File: config.mk
export PLATFORM = sky130hd
export DESIGN_NAME = vmul_group_sequencer
export DESIGN_NICKNAME = d
export VERILOG_FILES = /design/src/rtl/vmul_group_sequencer.sv
export SDC_FILE = /design/constraint.sdc
export NUM_CORES = 1
export LEC_CHECK = 0
export BUFFER_PORTS_ARGS = -buffer_cell sky130_fd_sc_hd__buf_2
export CAP_MARGIN = 20
export CORE_MARGIN = 4
export CORE_UTILIZATION = 45
export CTS_CLUSTER_DIAMETER = 80
export DETAILED_ROUTE_END_ITERATION = 10
export PLACE_DENSITY = 0.73
export SLEW_MARGIN = 20
export SYNTH_ARGS = -nofsm -noshare
export SYNTH_HDL_FRONTEND = slang
export SYNTH_SLANG_ARGS = --single-unit
export TNS_END_PERCENT = 30
File: constraint.sdc
create_clock -name clk -period 1.6 [get_ports clk]
set_input_delay 0.24 -clock clk [delete_from_list [all_inputs] [get_ports clk]]
set_output_delay 0.24 -clock clk [all_outputs]
set_load 0.1 [all_outputs]
File: src/rtl/vmul_group_sequencer.sv
// vmul_group_sequencer
//   Breaks one vector multiply op into groups of NUMMULLANES lanes. It issues
//   one group per cycle into a shared multiplier array, and it tracks the
//   results through a MUL_LAT-deep pipe so it can report writebacks and a
//   single done pulse.
//
// Handshake: an op is taken on a rising edge where in_valid & in_ready & ~squash.
//   in_ready is high only while idle. The requester holds in_valid, in_vmask
//   and in_op stable until in_ready is seen. in_valid seen while busy has no
//   effect.
//
// Ports
//   clk, resetn        clock; asynchronous reset, active high despite the name
//   in_valid/in_ready  op request handshake; in_vmask lane mask, in_op opcode
//   squash             synchronous abort of the op in flight
//   mul_issue/mul_grp/mul_op/mul_grp_mask   group driven into the multipliers
//   wb_valid/wb_grp/wb_mask                 group result, MUL_LAT after issue
//   done               one-cycle completion pulse; busy = not idle
module vmul_group_sequencer #(
  parameter int NUMLANES    = 16,
  parameter int NUMMULLANES = 4,
  parameter int MUL_LAT     = 2,
  parameter int SKIPMASK    = 1,
  localparam int NUMGRPS    = NUMLANES / NUMMULLANES,
  localparam int GW         = (NUMGRPS > 1) ? $clog2(NUMGRPS) : 1
) (
  input  logic                   clk,
  input  logic                   resetn,
  input  logic                   in_valid,
  output logic                   in_ready,
  input  logic [NUMLANES-1:0]    in_vmask,
  input  logic [4:0]             in_op,
  input  logic                   squash,
  output logic                   mul_issue,
  output logic [GW-1:0]          mul_grp,
  output logic [4:0]             mul_op,
  output logic [NUMMULLANES-1:0] mul_grp_mask,
  output logic                   wb_valid,
  output logic [GW-1:0]          wb_grp,
  output logic [NUMMULLANES-1:0] wb_mask,
  output logic                   done,
  output logic                   busy
);

  typedef enum logic [1:0] {S_IDLE, S_ISSUE, S_DRAIN, S_NULL} state_t;

  state_t state_q, state_d;

  logic [NUMGRPS-1:0]  pending_q;
  logic [4:0]          op_q;
  logic [NUMLANES-1:0] mask_q;

  // Result tracking pipe: entry 0 is loaded at the end of the issue cycle,
  // so the last entry lines up with the multiplier output.
  logic [MUL_LAT-1:0]                  sr_valid_q;
  logic [MUL_LAT-1:0][GW-1:0]          sr_grp_q;
  logic [MUL_LAT-1:0][NUMMULLANES-1:0] sr_mask_q;
  logic [MUL_LAT-1:0]                  sr_last_q;

  logic [NUMGRPS-1:0]     load_vec;
  logic [NUMGRPS-1:0]     issue_onehot;
  logic [GW-1:0]          issue_grp;
  logic [NUMMULLANES-1:0] issue_slice;
  logic                   found;
  logic                   last_issue;
  logic                   accept;
  logic                   squash_busy;

  assign accept      = in_valid & in_ready & ~squash;
  assign squash_busy = squash & (state_q != S_IDLE);

  // Pending-vector load value and lowest-index pending group pick.
  always_comb begin
    load_vec     = '0;
    issue_onehot = '0;
    issue_grp    = '0;
    issue_slice  = '0;
    found        = 1'b0;
    for (int g = 0; g < NUMGRPS; g++) begin
      load_vec[g] = (SKIPMASK != 0) ? |in_vmask[g*NUMMULLANES +: NUMMULLANES] : 1'b1;
      if (pending_q[g] && !found) begin
        found           = 1'b1;
        issue_onehot[g] = 1'b1;
        issue_grp       = GW'(g);
        issue_slice     = mask_q[g*NUMMULLANES +: NUMMULLANES];
      end
    end
  end

  assign last_issue = ~|(pending_q & ~issue_onehot);

  assign in_ready     = (state_q == S_IDLE);
  assign busy         = ~in_ready;
  assign mul_issue    = (state_q == S_ISSUE);
  assign mul_grp      = mul_issue ? issue_grp : '0;
  assign mul_grp_mask = mul_issue ? issue_slice : '0;
  assign mul_op       = op_q;
  assign wb_valid     = sr_valid_q[MUL_LAT-1];
  assign wb_grp       = sr_grp_q[MUL_LAT-1];
  assign wb_mask      = sr_mask_q[MUL_LAT-1];
  assign done         = (state_q == S_NULL) | (wb_valid & sr_last_q[MUL_LAT-1]);

  always_comb begin
    state_d = state_q;
    case (state_q)
      S_IDLE:  if (accept) state_d = (|load_vec) ? S_ISSUE : S_NULL;
      S_ISSUE: if (last_issue) state_d = S_DRAIN;
      S_DRAIN: if (done) state_d = S_IDLE;
      S_NULL:  state_d = S_IDLE;
      default: state_d = S_IDLE;
    endcase
    if (squash_busy) state_d = S_IDLE;
  end

  always_ff @(posedge clk or posedge resetn) begin
    if (resetn) begin
      state_q <= S_IDLE;
    end else begin
      state_q <= state_d;
    end
  end

  always_ff @(posedge clk or posedge resetn) begin
    if (resetn) begin
      pending_q  <= '0;
      op_q       <= '0;
      mask_q     <= '0;
      sr_valid_q <= '0;
      sr_grp_q   <= '0;
      sr_mask_q  <= '0;
      sr_last_q  <= '0;
    end else begin
      if (accept) begin
        op_q      <= in_op;
        mask_q    <= in_vmask;
        pending_q <= load_vec;
      end else if (squash_busy) begin
        pending_q <= '0;
      end else if (mul_issue) begin
        pending_q <= pending_q & ~issue_onehot;
      end

      // An abort wipes the whole pipe, including the group issued this cycle.
      if (squash_busy) begin
        sr_valid_q <= '0;
        sr_grp_q   <= '0;
        sr_mask_q  <= '0;
        sr_last_q  <= '0;
      end else begin
        sr_valid_q[0] <= mul_issue;
        sr_grp_q[0]   <= mul_grp;
        sr_mask_q[0]  <= mul_grp_mask;
        sr_last_q[0]  <= mul_issue & last_issue;
        for (int i = 1; i < MUL_LAT; i++) begin
          sr_valid_q[i] <= sr_valid_q[i-1];
          sr_grp_q[i]   <= sr_grp_q[i-1];
          sr_mask_q[i]  <= sr_mask_q[i-1];
          sr_last_q[i]  <= sr_last_q[i-1];
        end
      end
    end
  end

endmodule
==> flow_summary.toml, run 1 <==
[run_status]
outcome = "complete, but fails checks"
failed_checks = "negative setup slack"

[sta]
drv_slew = 0
timing.fmax_ghz = 0.548
hold_violations = 0
fin_tns_setup_ps = -1200
setup_viol = 6
worst_pin_slew_ps = 539
fin_crit_ps = 1820
relSlewSlack_pct = 64.1
fin_worst_skew_ps = 6.06
rsz0062_at_grt = "yes"
min_period_over_period_pct = 114
worst_slack_ps = -224

[worst_setup_path]
worstSetupEndpointType = "output port"
critical_path.startpoint_type = "flop"
regToRegStartpoint = "state_q[0]"
startpoint = "pending_q[0]"
arrival_ps = 1580
ff2ff_setup_slack_ps = 210
cp_max_fo = 5
path_class = "reg2out"
cp.required_ps = 1360

[die]
die_h_um = 72.9
die-width_um = 72.9
core_um2 = 4030
rows = 23
dieArea_um2 = 5320
ioPinCount = 47
initial_core_util_pct = 47.1

[power]
p_total_mw = 3.92
ir_drop_mv = 1.13
p_seq_share_pct = 36.5
leakage_nw = 1.30
p_switching_mw = 1.72
p_clk_share_pct = 16.8
p_comb_share_pct = 46.7
netSwitchingFraction_pct = 43.9
p_int_mw = 2.20
power_density_nw_per_um2 = 1550

[yosys]
ys_seq_area_share_pct = 56.7
netlist_instances = 208
synth.largest_area_cell = "dfrtp_1"
synthArstFlopShare_pct = 100
synthTopCellsByArea = "dfrtp_1 (57%), nand2_1 (15%), nor2_1 (3.2%)"
post_synth.cell_area_avg_um2 = 9.12
post_synth_num_cell_types = 25
synth_area_um2 = 1900
yosysMostFrequentCell = "nand2_1"
synth-seq-cells = 43
synth.top_cells.by_count = "nand2_1 (77), dfrtp_1 (43), nor2_1 (16), and2_1 (8)"
synth_edf_count = 0
syn_nets = 233
synthFlopType = "dfrtp_1"
yosys_warnings = 0
synth.top_cell.area_share_pct = 56.7

[global_route]
track_usage_pct = 16.6
grt_pass1_wl_mm = 6.63
grt_pass1_vias = 1469
overflow = 0
grt_max_degree = 44
antenna_found_initial = 0

[placement]
dp_cells = 303
pre_cts_slack_ps = 86.5
gp_congestion = 0.912
port_buffers = 46
dp_hpwl_mm = 3.03

[clock_tree]
clock-sinks = 43
cts_tree = "built"
cts_buffer_depth = 2
cts_made_buffers = 5
clk_latency_ps = 300
path_clk_slew_ps = 80
root_buffer = "clkbuf_8"
htreeDepth = 2
cts_hold_buf = 0

[detailed_routing]
routed_wl_mm = 4.02
ant_nets = 0
via_per_inst = 4.91
drcViolationCount = 0
vias = 1537
drt_iter0_markers = 91
drtPass1Iterations = 4
routedWlPerCell_um = 12.8

[layout]
nNetsFinal = 287
num_antenna_cells = 0
areaGrowthSynthToFinish_pct = 32.9
fin_util_pct = 62.6
fin_cells = 313
final_layout_size_suffix_gt1_share_pct = 33.8
n_fill_cell = 369

[flow_run]
drv_cap = 0

[hold_path]
hold_class = "in2async"
state kept, by name, summed over array words and instances, names as in the netlist, 4 cells and up:
signal / count
mask_q: 16
mul_op: 5
pending_q: 4
sr_mask_q: 4
wb_mask: 4
cell type report:
cell class                      instances  area, um^2  area share, %
Timing Repair Buffer                   64         520           20.6
Clock inverter                          1        5.00          0.199
Tap cell                               50        62.6           2.48
Sequential cell                        43        1080           42.7
Multi-Input combinational cell        143         758           30.1
Clock buffer                            7        76.3           3.03
Inverter                                5        22.5          0.893
critical path, stage by stage (launching register included):
cell,delay [ps]
dfrtp_1,420
nor4b_4,280
buf_4,190
a22oi_2,100
nor2_4,120
buf_12,180
cells in the final DEF (no fill, tap or decap), drive strengths merged, types with 4 or more instances in the layout:
cell type / n
clkbuf: 7
nand2: 77
nor4: 4
buf: 64
and2: 8
nand2b: 7
dfrtp: 43
nor2: 16
a22oi: 4
inv: 4
o21ai: 7
a21oi: 6
through the flow:
step	instance area [um^2]	hold slack, ps
after floorplan	1990	345
after global placement	2410	395
after detailed placement	2410	405
after CTS	2500	85.9
after global routing	2520	121
final	2520	71.1
path summary, 6_finish.rpt:
path / to / cells past startpoint
max: mul_grp_mask[1] / 5
min: wb_mask[1] / 3
max reg2reg: mask_q[2] / 5
min reg2reg: wb_mask[3] / 1
max in group asynchronous: sr_valid_q[1] / 3
min in group clk: mul_op[2] / 3
cells by family after synthesis:
kind of cell / share of synthesized area, %
AOI/OAI and AO/OA: 7.65
buffers and inverters: 7.78
DFF: 56.7
and+or+nand+nor: 27.8
what timing repair did:
item	CTS	global route
pin swaps	6	1
setup endpoints to repair	6	8
gates resized for setup	4	4
buffers inserted	1	1
power by group through the flow:
stage / clock (mW) / sequential, mW / combinational, mW
final: 0.658 / 1.43 / 1.83
after floorplan: 0 / 1.67 / 1.08
after CTS: 0.678 / 1.43 / 1.80
after global placement: 0 / 1.44 / 1.75
after global routing: 0.720 / 1.45 / 1.95
after detailed placement: 0 / 1.45 / 1.77
metal layers:
layer	track usage, %	part of all wire [%]	wire length, um	vias to the layer above
li1	-	-	-	763
met1	20.5	43	1740	709
met2	26.0	47	1870	54
met3	4.82	7.1	285	11
met4	9.43	3.0	119	0
met5	0	0	0	-
(Power assumes the default switching activity.)
==> run 2: changes to the inputs <==
--- a/config.mk
+++ b/config.mk
@@ -12,6 +12,7 @@
 export CTS_CLUSTER_DIAMETER = 80
 export DETAILED_ROUTE_END_ITERATION = 10
 export PLACE_DENSITY = 0.73
+export SKIP_CTS_REPAIR_TIMING = 1
 export SLEW_MARGIN = 20
 export SYNTH_ARGS = -nofsm -noshare
 export SYNTH_HDL_FRONTEND = slang
==> run 2 against run 1 <==
  * The run still ends with negative setup slack left
  * Setup slack better by 3.3 ps
  * Final cell count unchanged
  * Combinational power about the same
  * Worst hold slack worse by 2.6 ps
  * Sequential power about the same
  * Clock skew about the same
  * Largest power group unchanged
  * Design area up 0.35%
  * Global-route usage down 0.17 points
  * Non-clock buffer count unchanged
  * Routed wire length down 1.5%
  * Count of clock-buffer cells in the layout unchanged
  * Register-to-register slack about the same
==> flow_summary.toml, run 2 (same netlist as run 1, synthesis figures left out) <==
[run_status]
outcome = "complete, but fails checks"
failed_checks = "negative setup slack"

[worst_setup_path]
critical_path.startpoint_type = "flop"
worstPathCellList = "buf_4 > a21oi_1 > o21ai_1 > a22oi_2 > nor2_4 > buf_12"
worstSetupEndpointType = "output port"
rr_endpoint = "mask_q[2]"
arrival_ps = 1580
cp.required_ps = 1360
cp_max_fo = 13
ff2ff_setup_slack_ps = 210
r2r_cells = 5
path_class = "reg2out"
regToRegStartpoint = "state_q[0]"
slowest_stage = "dfrtp_1"
slowest_delay_ps = 410

[detailed_routing]
via_per_inst = 4.82
drcViolationCount = 0
wl_met3_um = 265
drtPass1Iterations = 4
maxUsedRoutingLayer = "met4"
routedWlPerCell_um = 12.6
ant_nets = 0
drt_iter0_markers = 90
routed_wl_mm = 3.96
drt-met1-wl_mm = 1.72
wl_met2_mm = 1.85
vias = 1508

[sta]
rsz0062_at_grt = "yes"
holdWs_ps = 68.5
setup_viol = 6
fin_worst_skew_ps = 6.54
worst_slack_ps = -220
worst_pin_slew_ps = 537
hold_violations = 0
drv_slew = 0
relSlewSlack_pct = 64.2
min_period_over_period_pct = 114
fin_crit_ps = 1820
timing.fmax_ghz = 0.549

[die]
dieArea_um2 = 5320
rows = 23
die_h_um = 72.9
initial_core_util_pct = 47.1
die-width_um = 72.9
core_um2 = 4030
ioPinCount = 47

[global_route]
overflow = 0
grt_max_degree = 44
grt_pass1_vias = 1453
grt_pass1_wl_mm = 6.56
antenna_found_initial = 0
track_usage_pct = 16.4

[power]
p_total_mw = 3.92
p_comb_share_pct = 46.7
p_int_mw = 2.20
netSwitchingFraction_pct = 44.0
ir_drop_mv = 1.11
leakage_nw = 1.30
power_density_nw_per_um2 = 1550
p_switching_mw = 1.72
p_clk_share_pct = 16.8
p_seq_share_pct = 36.5

[placement]
dp_hpwl_mm = 3.03
port_buffers = 46
gp_congestion = 0.912
detailed_place.area_um2 = 2410

[clock_tree]
cts_tree = "built"
clk_latency_ps = 300
path_clk_slew_ps = 80
clock-sinks = 43
root_buffer = "clkbuf_8"
cts_made_buffers = 5
htreeDepth = 2
cts_buffer_depth = 2

[layout]
final_cell_mix = "nand2_1 (76), dfrtp_1 (42), buf_2 (37)"
num_antenna_cells = 0
design_area_um2 = 2530
largest_register_ffs = 16
areaGrowthSynthToFinish_pct = 33.4
nNetsFinal = 287
top_register = "mask_q"
layout_commonest_cell = "nand2_1"
final_layout_size_suffix_gt1_share_pct = 35.0

[hold_path]
hold_class = "in2async"

[flow_run]
drv_cap = 0
-- run 2: cell counts in the layout (fill, tap and decap cells not counted) --
No cell type changed its count.
-- run 2: area by class of cell --
class / count / area [um^2]
Fill cell: 366 / 1500
Sequential cell: 43 / 1080
Multi-Input combinational cell: 143 / 769
Timing Repair Buffer: 64 / 517
Clock buffer: 7 / 76.3
Tap cell: 50 / 62.6
Inverter: 5 / 22.5
Clock inverter: 1 / 5.00
-- run 2: worst max path at each step --
stage               depth (start not counted)  slack [ps]         start              end
global placement                            5         110  pending_q[0]  mul_grp_mask[3]
finish                                      6        -220  pending_q[0]  mul_grp_mask[3]
floorplan                                   4        -180  pending_q[2]  mul_grp_mask[0]
global route                                5        -300  pending_q[0]  mul_grp_mask[1]
detailed placement                          6          90  pending_q[1]  mul_grp_mask[2]
CTS                                         6        -250  pending_q[1]  mul_grp_mask[2]
-- run 2: metal layers --
| metal | global-route usage, % | up-vias |
|---|---|---|
| li1 | - | 761 |
| met5 | 0 | - |
| met3 | 4.82 | 11 |
| met2 | 25.1 | 47 |
| met1 | 20.7 | 689 |
| met4 | 9.43 | 0 |
-- run 2: metrics by stage --
| step | cells | TNS [ps] | worst slack (ps) | utilization [%] |
|---|---|---|---|---|
| floorplan | 208 | -1210 | -178 | - |
| global placement | 303 | 0 | 106 | 59.8 |
| detailed placement | 303 | 0 | 86.5 | 59.8 |
| CTS | 311 | -1410 | -254 | 61.8 |
| global route | 313 | -1570 | -297 | 62.8 |
| finish | 313 | -1070 | -220 | 62.8 |
-- run 2: power groups by stage --
stage | clock (mW) | sequential (mW) | combinational, mW
after floorplan | 0 | 1.67 | 1.08
after global placement | 0 | 1.44 | 1.75
after detailed placement | 0 | 1.45 | 1.77
after CTS | 0.678 | 1.43 | 1.77
after global routing | 0.720 | 1.46 | 1.95
final | 0.658 | 1.43 | 1.83
-- run 2: worst max-delay path: cells and delay by family (launching register included) --
family          cells  cell delay [ps]
buf+inv             2              360
simple gates        1               60
compound gates      3              440
flops               1              410
